## src/rtl/sram_controller_if.sv

```systemverilog
// ----------------------------------------------------------------------------
// sram_controller_if
//   Bundles the CPU-side request/response signals and the external SRAM
//   pins of sram_controller into one interface.
//
//   CPU side : rd_en, wr_en, address, writeData -> controller
//              readData, ready                   <- controller
//   SRAM side: SRAM_ADDR, SRAM_WE_N, sram_dq_out, sram_dq_oe <- controller
//              sram_dq_in                                    -> controller
//
//   Handshake: a request (rd_en or wr_en) is taken only while the controller
//   is idle. From the cycle it is taken, ready stays low until the access
//   completes. ready then returns high for exactly one cycle, in which
//   readData is valid for a load. The requester must hold its request
//   stable until it sees ready high.
//
//   modport slave  : the controller
//   modport master : the pipeline / system side, including the SRAM data
//                    return path
// ----------------------------------------------------------------------------
interface sram_controller_if #(
    parameter int SRAM_AW = 18
);
    logic               rd_en;
    logic               wr_en;
    logic [31:0]        address;
    logic [31:0]        writeData;
    logic [31:0]        readData;
    logic               ready;
    logic [SRAM_AW-1:0] SRAM_ADDR;
    logic               SRAM_WE_N;
    logic [15:0]        sram_dq_out;
    logic               sram_dq_oe;
    logic [15:0]        sram_dq_in;

    modport slave (
        input  rd_en, wr_en, address, writeData, sram_dq_in,
        output readData, ready, SRAM_ADDR, SRAM_WE_N, sram_dq_out, sram_dq_oe
    );

    modport master (
        output rd_en, wr_en, address, writeData, sram_dq_in,
        input  readData, ready, SRAM_ADDR, SRAM_WE_N, sram_dq_out, sram_dq_oe
    );
endinterface

```

## src/rtl/sram_controller.sv

```systemverilog
// ----------------------------------------------------------------------------
// sram_controller
//   Sequences a 16-bit asynchronous SRAM for the MEM stage. Each 32-bit
//   load/store becomes a low half-word access, a high half-word access and
//   then WAIT_CYCLES idle cycles before the one-cycle DONE state. ready is
//   low for the whole access so the top level can freeze the pipeline.
//
//   Ports:
//     clk          system clock
//     rst          synchronous, active-high reset
//     bus          sram_controller_if.slave (CPU request/response + SRAM pins)
//     o_dbg_state  current FSM state (IDLE=0, S_LO=1, S_HI=2, S_WAIT=3,
//                  S_DONE=4)
//
//   Parameters:
//     BASE_ADDR    byte address subtracted from the CPU address
//     SRAM_AW      SRAM half-word address width
//     WAIT_CYCLES  settle cycles after the high half-word access (1..15)
// ----------------------------------------------------------------------------
module sram_controller #(
    parameter int BASE_ADDR   = 1024,
    parameter int SRAM_AW     = 18,
    parameter int WAIT_CYCLES = 2
) (
    input  logic                   clk,
    input  logic                   rst,
    sram_controller_if.slave       bus,
    output logic [2:0]             o_dbg_state
);

    typedef enum logic [2:0] {
        IDLE   = 3'd0,
        S_LO   = 3'd1,
        S_HI   = 3'd2,
        S_WAIT = 3'd3,
        S_DONE = 3'd4
    } state_t;

    localparam logic [3:0] LP_WAIT_LAST = 4'(WAIT_CYCLES - 1);

    state_t             r_state;
    state_t             w_next;
    logic [3:0]         r_cnt;
    logic               r_op_wr;
    logic [SRAM_AW-2:0] r_base;
    logic [31:0]        r_wdata;
    logic [31:0]        r_rdata;

    logic               w_req;
    logic [31:0]        w_offset;
    logic [SRAM_AW-1:0] w_hw_lo;
    logic [SRAM_AW-1:0] w_hw_hi;

    assign w_req    = bus.rd_en | bus.wr_en;
    // Upper bits fall off when sliced into r_base, so addresses (including
    // those below BASE_ADDR) wrap modulo the SRAM size.
    assign w_offset = bus.address - 32'(BASE_ADDR);
    assign w_hw_lo  = {r_base, 1'b0};
    assign w_hw_hi  = {r_base, 1'b1};

    assign bus.readData = r_rdata;
    assign o_dbg_state  = r_state;

    // State register and datapath latches
    always_ff @(posedge clk) begin
        if (rst) begin
            r_state <= IDLE;
            r_cnt   <= '0;
            r_op_wr <= 1'b0;
            r_base  <= '0;
            r_wdata <= '0;
            r_rdata <= '0;
        end else begin
            r_state <= w_next;
            case (r_state)
                IDLE: begin
                    if (w_req) begin
                        // A store wins when both requests are present.
                        r_op_wr <= bus.wr_en;
                        r_base  <= w_offset[SRAM_AW:2];
                        r_wdata <= bus.writeData;
                    end
                end
                S_LO: begin
                    if (!r_op_wr) r_rdata[15:0] <= bus.sram_dq_in;
                end
                S_HI: begin
                    if (!r_op_wr) r_rdata[31:16] <= bus.sram_dq_in;
                    r_cnt <= '0;
                end
                S_WAIT: begin
                    r_cnt <= r_cnt + 4'd1;
                end
                default: ;
            endcase
        end
    end

    // Next state and SRAM/pipeline outputs
    always_comb begin
        w_next          = r_state;
        bus.ready       = 1'b0;
        bus.SRAM_ADDR   = '0;
        bus.SRAM_WE_N   = 1'b1;
        bus.sram_dq_oe  = 1'b0;
        bus.sram_dq_out = '0;
        case (r_state)
            IDLE: begin
                // Combinational so the freeze starts in the request cycle.
                bus.ready = ~w_req;
                if (w_req) w_next = S_LO;
            end
            S_LO: begin
                bus.SRAM_ADDR = w_hw_lo;
                if (r_op_wr) begin
                    bus.SRAM_WE_N   = 1'b0;
                    bus.sram_dq_oe  = 1'b1;
                    bus.sram_dq_out = r_wdata[15:0];
                end
                w_next = S_HI;
            end
            S_HI: begin
                bus.SRAM_ADDR = w_hw_hi;
                if (r_op_wr) begin
                    bus.SRAM_WE_N   = 1'b0;
                    bus.sram_dq_oe  = 1'b1;
                    bus.sram_dq_out = r_wdata[31:16];
                end
                w_next = S_WAIT;
            end
            S_WAIT: begin
                bus.SRAM_ADDR = w_hw_hi;
                if (r_cnt == LP_WAIT_LAST) w_next = S_DONE;
            end
            S_DONE: begin
                bus.SRAM_ADDR = w_hw_hi;
                bus.ready     = 1'b1;
                // Pipeline advances on this edge; a still-present request
                // belongs to the old instruction and is not re-accepted.
                w_next        = IDLE;
            end
            default: w_next = IDLE;
        endcase
    end

endmodule

```

## src/flat_wrapper.sv

```systemverilog
// flat-port wrapper written by rule: the top's interface ports become plain ports
module sram_controller_flat 
#(
    parameter int BASE_ADDR   = 1024,
    parameter int SRAM_AW     = 18,
    parameter int WAIT_CYCLES = 2
)
  (clk, rst, o_dbg_state, bus_rd_en, bus_wr_en, bus_address, bus_writeData, bus_sram_dq_in, bus_readData, bus_ready, bus_SRAM_ADDR, bus_SRAM_WE_N, bus_sram_dq_out, bus_sram_dq_oe);
  sram_controller_if #(.SRAM_AW(SRAM_AW)) bus_i ();
  input  logic clk;
  input  logic rst;
  output logic [2:0] o_dbg_state;
  input wire logic [$bits(bus_i.rd_en)-1:0] bus_rd_en;
  input wire logic [$bits(bus_i.wr_en)-1:0] bus_wr_en;
  input wire logic [$bits(bus_i.address)-1:0] bus_address;
  input wire logic [$bits(bus_i.writeData)-1:0] bus_writeData;
  input wire logic [$bits(bus_i.sram_dq_in)-1:0] bus_sram_dq_in;
  output wire logic [$bits(bus_i.readData)-1:0] bus_readData;
  output wire logic [$bits(bus_i.ready)-1:0] bus_ready;
  output wire logic [$bits(bus_i.SRAM_ADDR)-1:0] bus_SRAM_ADDR;
  output wire logic [$bits(bus_i.SRAM_WE_N)-1:0] bus_SRAM_WE_N;
  output wire logic [$bits(bus_i.sram_dq_out)-1:0] bus_sram_dq_out;
  output wire logic [$bits(bus_i.sram_dq_oe)-1:0] bus_sram_dq_oe;
  assign bus_i.rd_en = bus_rd_en;
  assign bus_i.wr_en = bus_wr_en;
  assign bus_i.address = bus_address;
  assign bus_i.writeData = bus_writeData;
  assign bus_i.sram_dq_in = bus_sram_dq_in;
  assign bus_readData = bus_i.readData;
  assign bus_ready = bus_i.ready;
  assign bus_SRAM_ADDR = bus_i.SRAM_ADDR;
  assign bus_SRAM_WE_N = bus_i.SRAM_WE_N;
  assign bus_sram_dq_out = bus_i.sram_dq_out;
  assign bus_sram_dq_oe = bus_i.sram_dq_oe;
  sram_controller #(.BASE_ADDR(BASE_ADDR), .SRAM_AW(SRAM_AW), .WAIT_CYCLES(WAIT_CYCLES)) u_core (.clk(clk), .rst(rst), .bus(bus_i), .o_dbg_state(o_dbg_state));
endmodule
```

## config.mk

```make
export PLATFORM = sky130hd
export DESIGN_NAME = sram_controller_flat
export DESIGN_NICKNAME = d
export VERILOG_FILES = /design/src/rtl/sram_controller_if.sv /design/src/rtl/sram_controller.sv /design/src/flat_wrapper.sv
export SDC_FILE = /design/constraint.sdc
export NUM_CORES = 1
export LEC_CHECK = 0
export ABC_AREA = 1
export CAP_MARGIN = 10
export CORE_ASPECT_RATIO = 0.75
export CORE_MARGIN = 2
export CORE_UTILIZATION = 45
export DETAILED_ROUTE_END_ITERATION = 8
export PLACE_DENSITY = 0.92
export RECOVER_POWER = 25
export SLEW_MARGIN = 20
export SYNTH_ARGS = -nofsm -noshare
export SYNTH_HDL_FRONTEND = slang
export SYNTH_SLANG_ARGS = --single-unit
```

## constraint.sdc

```tcl
create_clock -name clk -period 3.43 [get_ports clk]
set_input_delay 0.686 -clock clk [delete_from_list [all_inputs] [get_ports clk]]
set_output_delay 0.686 -clock clk [all_outputs]
set_load 0.1 [all_outputs]
```

# Word level (Yosys, flattened, before mapping)
# Index checks and enable logic that the tools add are counted.
# totals
input_bits	84
register_bits	89
out_inout_bits	72
wordCells	40
# classes
n_bitwise	3
reduce_logical	8
eq_ne	7
n_mux	13
add_sub_neg	2
# op_table
op	count
$pmux W18 S2	1
$mux W16	2
$pmux W16 S2	1
$sub A19 B11 Y19 const B	1
$pmux W3 S4	1
$pmux W4 S2	1
$reduce_and A2 Y1	4
$eq A3 B2 Y1 const B	2
$mux W3	2
$add A4 B1 Y4 const B	1
$eq A4 B1 Y1 const B	1
$mux W1	4
$ne A2 B1 Y1 const B	2
$eq A3 B1 Y1 const B	1
$eq A3 B3 Y1 const B	1
$logic_not A3 Y1	1
$reduce_or A3 Y1	1
$not A1 Y1	2
$pmux W1 S2	1
$reduce_bool A2 Y1	1
$reduce_or A2 Y1	1
$or A1 B1 Y1	1

# Depth between registers and ports, before layout
# depth
ltp_word	3
ltp_mapped	8
mapped_depth_nobuf	8

# Worst setup path before layout
# Ideal clock, no wire load.
# synth_timing
path_kind	reg2out
start	register u_core.r_state[1], in the netlist u_core.o_dbg_state[1]
end	output bus_SRAM_WE_N
required_ps	2744
path_stages_with_launch	6
arrival_ps	3920
setup_slack_ps	-1176
n_path_buf	0
path_cell_list	dfxtp_1 inv_2 nor2_4 inv_1 a21oi_1 inv_1
# synth_via
elab_chain_len	3
word_cells_on_any_way	4
classes_between	2 x eq/ne; 1 x mux; 1 x reduce/logical
# synth_lines
element	line	rtl
from (decl)	sram_controller.sv:41	state_t r_state;
from (signal assigned)	sram_controller.sv:74	r_state <= w_next;
$eq A3 B1 Y1 or $eq A3 B2 Y1 (tied branches)	sram_controller.sv:107	case (r_state)
$reduce_or A2 Y1 (no line) *	--	
$mux W1 *	--	
to (decl)	flat_wrapper.sv:21	output wire logic [$bits(bus_i.SRAM_WE_N)-1:0] bus_SRAM_WE_N;
# Mark *: on every way between the ends. The rest lies on a longest branch, timed or not.

# Worst setup path in the final report
# layout_timing
start	register u_core.r_state[2], in the netlist u_core.o_dbg_state[2]
end	output bus_SRAM_ADDR[16]
# layout_via
elab_chain_len	3
word_cells_on_any_way	6
classes_between	4 x eq/ne; 1 x mux; 1 x reduce/logical
# layout_lines
element	line	rtl
$eq A3 B3 Y1 or $eq A3 B2 Y1 (tied branches)	sram_controller.sv:107	
$reduce_or A3 Y1 (no line)	--	
$pmux W18 S2 *	sram_controller.sv:107	
to (decl)	flat_wrapper.sv:20	output wire logic [$bits(bus_i.SRAM_ADDR)-1:0] bus_SRAM_ADDR;
# Marked as above.

==> impl_summary.txt <==
----------------------------------------------------
[Layout]
  Diode insertion count for antenna repair ... 0
  Share of cells above drive strength 1 ... 0.151
  Highest-count cells in the layout ignoring fill and taps ... 111 x sky130_fd_sc_hd__nor2_1, 91 x sky130_fd_sc_hd__clkdlybuf4s50_1, 89 x sky130_fd_sc_hd__dfxtp_1
  Count of placed standard cells in the final layout, fillers left out ... roughly 770
  Commonest non-fill, non-tap cell in the layout ... sky130_fd_sc_hd__nor2_1
  Multi-input gate area in the final layout ... about 1800 µm²
  Storage element area ... 1780 µm²
  Final core area utilization ... 0.675
  Net count, final ... 745
  Filler Cells Inserted ... around 700
  Area growth syn-to-layout ... 43.2%

[Global routing]
  Largest net degree at the start of global routing ... 50
  Via count of the first global-routing pass ... 3757
  GR Overflow Total ... 0
  Overall fraction of global-route tracks in use ... 0.235
  Antenna violations before repair ... 0
  Wire length of the first global-routing pass ... approximately 17000 µm

[Synth]
  Post-Synthesis Net Count ... 619
  Post-synthesis cell area ... around 3800 µm²
  Register area share after synthesis ... 0.471
  Fraction of synthesized cell area taken by the top area cell type ... 0.471
  Average cell area after synthesis ... 7.11 µm²
  Synth Warn # ... 0
  Netlist cell types ... 26
  FF+latch count, synth ... between 80 and 90
  Number of instances in the synthesized netlist ... 532
  Most area-consuming cells after synthesis ... sky130_fd_sc_hd__dfxtp_1 47%, sky130_fd_sc_hd__nor2_1 13%, sky130_fd_sc_hd__o21ai_0 9.0%
  Cell type with the largest total area after synthesis ... sky130_fd_sc_hd__dfxtp_1

[Critical path]
  Worst EP required ... 2.74 ns
  Endpoint of the worst register-to-register path ... u_core.bus.readData[19]$_SDFFE_PP0P_
  Logic depth of the worst setup path including buffers ... 6
  Data arrival, critical path ... 2.37 ns
  Critical path's largest stage delay ... 0.76 ns
  R2r setup slk ... 0.68 ns
  Category of the most critical setup path ... reg -> out
  Worst path top cell family by delay ... simple AND/OR/NAND/NOR gates
  Critical path launch point type ... flop
  Crit Path Max Fanout ... 17
  Endpoint kind of the worst setup timing path ... output port
  Critical Path Slowest Stage Cell ... sky130_fd_sc_hd__nor2_4
  Worst reg2reg startpoint ... u_core.o_dbg_state[2]$_SDFFE_PP0P_
  Cell-by-cell trace of the critical path ... inv_1 -> nand3_1 -> inv_2 -> nor2_4 -> nor2_2 -> buf_4
  WP buf/inv ... 3
  Worst reg-to-reg path cell count ... 7

[Floorplanning]
  Vertical extent of the die ... 83.4 µm
  Top-level I/O count ... about 160
  Rows ... 28
  Area enclosed by the die boundary ... 9160 µm²
  Initial Util ... 0.471
  Placeable core region ... ~8000 µm²
  Die width ... 110 µm

[Hold path]
  Count of cells along the worst hold path ... 2
  Terminating pin of the worst hold path ... u_core.bus.readData[22]$_SDFFE_PP0P_
  Hold_sp ... u_core.bus.readData[22]$_SDFFE_PP0P_
  Worst min-delay path class ... reg -> reg

[Clock network]
  # resized after CTS ... 0
  Total setup buffers inserted after CTS ... 0
  Deepest clock path buffer count ... 2
  Clock sink count ... 89
  Clock slew at the register clock pins of the worst setup and hold paths ... approximately 0.090 ns
  Insertion delay to the later sink of the worst-skew pair ... 0.34 ns
  Clock root buffer ... sky130_fd_sc_hd__clkbuf_8
  CTS H-Tree Depth ... 3
  Num CTS Buffers ... 9
  Clock tree from TritonCTS ... done
  Quantity of hold-fixing buffers added after cts ... 0

[Run]
  Max-capacitance violation count ... 1

[STA]
  Slew at the pin closest to its max-slew limit ... between 1.5 and 2 ns
  Count of final setup violators ... 0
  Sum of negative setup slack ... 0 ns
  Clock skew ... approximately 0.008 ns
  Final cycle utilization of the critical path ... 0.891
  Maximum clock frequency ... 327 MHz
  Final hold vios ... 0
  Final max-slew violation count ... 50
  Unrepaired setup endpoints after global routing ... no
  Worst rel slew slack ... -0.0221
  Shortest clock period the worst path allows after layout ... 3.05 ns

[Routing]
  Drt via density ... 5.14
  Remaining number of nets flagged by the antenna check after routing ... 0
  DRC ... 0
  Violation count after the first detailed-routing iteration ... between 150 and 200
  Post-detailed-routing wire length ... 10900 µm
  Iteration count of the initial detailed-routing pass ... 4
  Via total after detailed routing ... between 3k and 4k
  Average routed wire per standard cell ... 14.2 µm

[Power]
  Share of total power in combinational logic ... 0.386
  Sequential group share of total power ... 0.377
  Peak supply drop ... 0.000311 V
  Overall power ... 3290 µW
  Power per standard cell area ... between 600 and 700 nW/µm²
  Switch share ... 0.428
  Share of total power in the clock network ... 0.237
  Internal power ... about 1900 µW
  Net Switching ... 1410 µW
  Pleak ... 0.00217 µW

[Placed design]
  Final weighted congestion in routability-driven placement ... 0.913
  Input/output buffers ... 140
  Count of placed standard cells including taps ... approximately 750
  Detailed placement HPWL ... roughly 8000 µm

[Run status]
  Status ... finished, violations left
  Violated checks ... capacitance limit, slew limit

----------------------------------------------------
-- worst register-to-register path, stage by stage, from the launching register on --
cell and delay (ns):
sky130_fd_sc_hd__dfxtp_1 0.32, sky130_fd_sc_hd__inv_1 0.22, sky130_fd_sc_hd__nand2_1 0.16, sky130_fd_sc_hd__nor2_4 0.42, sky130_fd_sc_hd__clkbuf_1 0.66, sky130_fd_sc_hd__nand2_1 0.57
sky130_fd_sc_hd__nand2_1 0.21, sky130_fd_sc_hd__a21oi_1 0.08
-- cell type report --
cell class / count / area share
Multi-Input combinational cell: 366 / 0.335
Sequential cell: 89 / 0.329
Timing Repair Buffer: 145 / 0.239
Inverter: 47 / 0.0326
Tap cell: 105 / 0.0243
Clock buffer: 10 / 0.0236
Clock inverter: 6 / 0.0169
-- cell families after synthesis --
family          count (synthesis)  share of synthesized area
simple gates                  233                      0.253
compound gates                128                      0.172
flops                          89                      0.471
buf+inv                        77                     0.0884
fa+ha+maj                       3                    0.00993
xor+xnor                        2                    0.00463
-- state kept, by name, summed over array words and instances (netlist names) --
signal               count
u_core.bus.readData     32
u_core.o_dbg_state       3
u_core.r_base           17
u_core.r_cnt             4
u_core.r_op_wr           1
u_core.r_wdata          32
-- power groups by stage --
stage	Sequential [µW]	Combinational, µW	Clock, µW
finish	1240	1270	782
detailed placement	1260	1290	0
CTS	1240	1290	795
global placement	1250	1260	0
floorplan	1570	667	0
global route	1250	1340	841
-- worst max-delay path by stage --
stage / endpoint / from / slack (ns)
3_3_place_gp: bus_ready / bus_wr_en / 0.77
5_1_grt: u_core.r_wdata[3]$_SDFFE_PP0P_ / rst / 0.19
3_5_place_dp: bus_ready / bus_wr_en / 0.78
4_1_cts: bus_SRAM_ADDR[16] / u_core.o_dbg_state[1]$_SDFFE_PP0P_ / 0.43
2_1_floorplan: bus_SRAM_WE_N / u_core.o_dbg_state[1]$_SDFFE_PP0P_ / -0.36
6_report: bus_SRAM_ADDR[16] / u_core.o_dbg_state[2]$_SDFFE_PP0P_ / 0.38
-- metrics by stage --
stage | hold WS [ns] | area, µm² | setup WS, ns
CTS | 0.470 | 5480 | 0.431
global route | 0.491 | 5410 | 0.190
finish | 0.469 | 5410 | 0.375
global placement | 0.452 | 5260 | 0.774
floorplan | 0.447 | 3950 | -0.355
detailed placement | 0.457 | 5260 | 0.785
-- metal layers --
metal	track usage	part of all wire
met2	0.392	0.49
met3	0.0675	0.082
met4	0.0667	0.017
met5	0	0
met1	0.294	0.41
-- cells in the mapped netlist, drive strengths merged --
cell and n:
xor2 1, a21oi 54, o21a 1, nand2 72
o21ai 72, dfxtp 89, nor2 132, a31oi 1
nor3 3, xnor2 1, ha 3, nor3b 2
nand3 24, inv 47, clkbuf 13, buf 17
(Power assumes the default switching activity.)
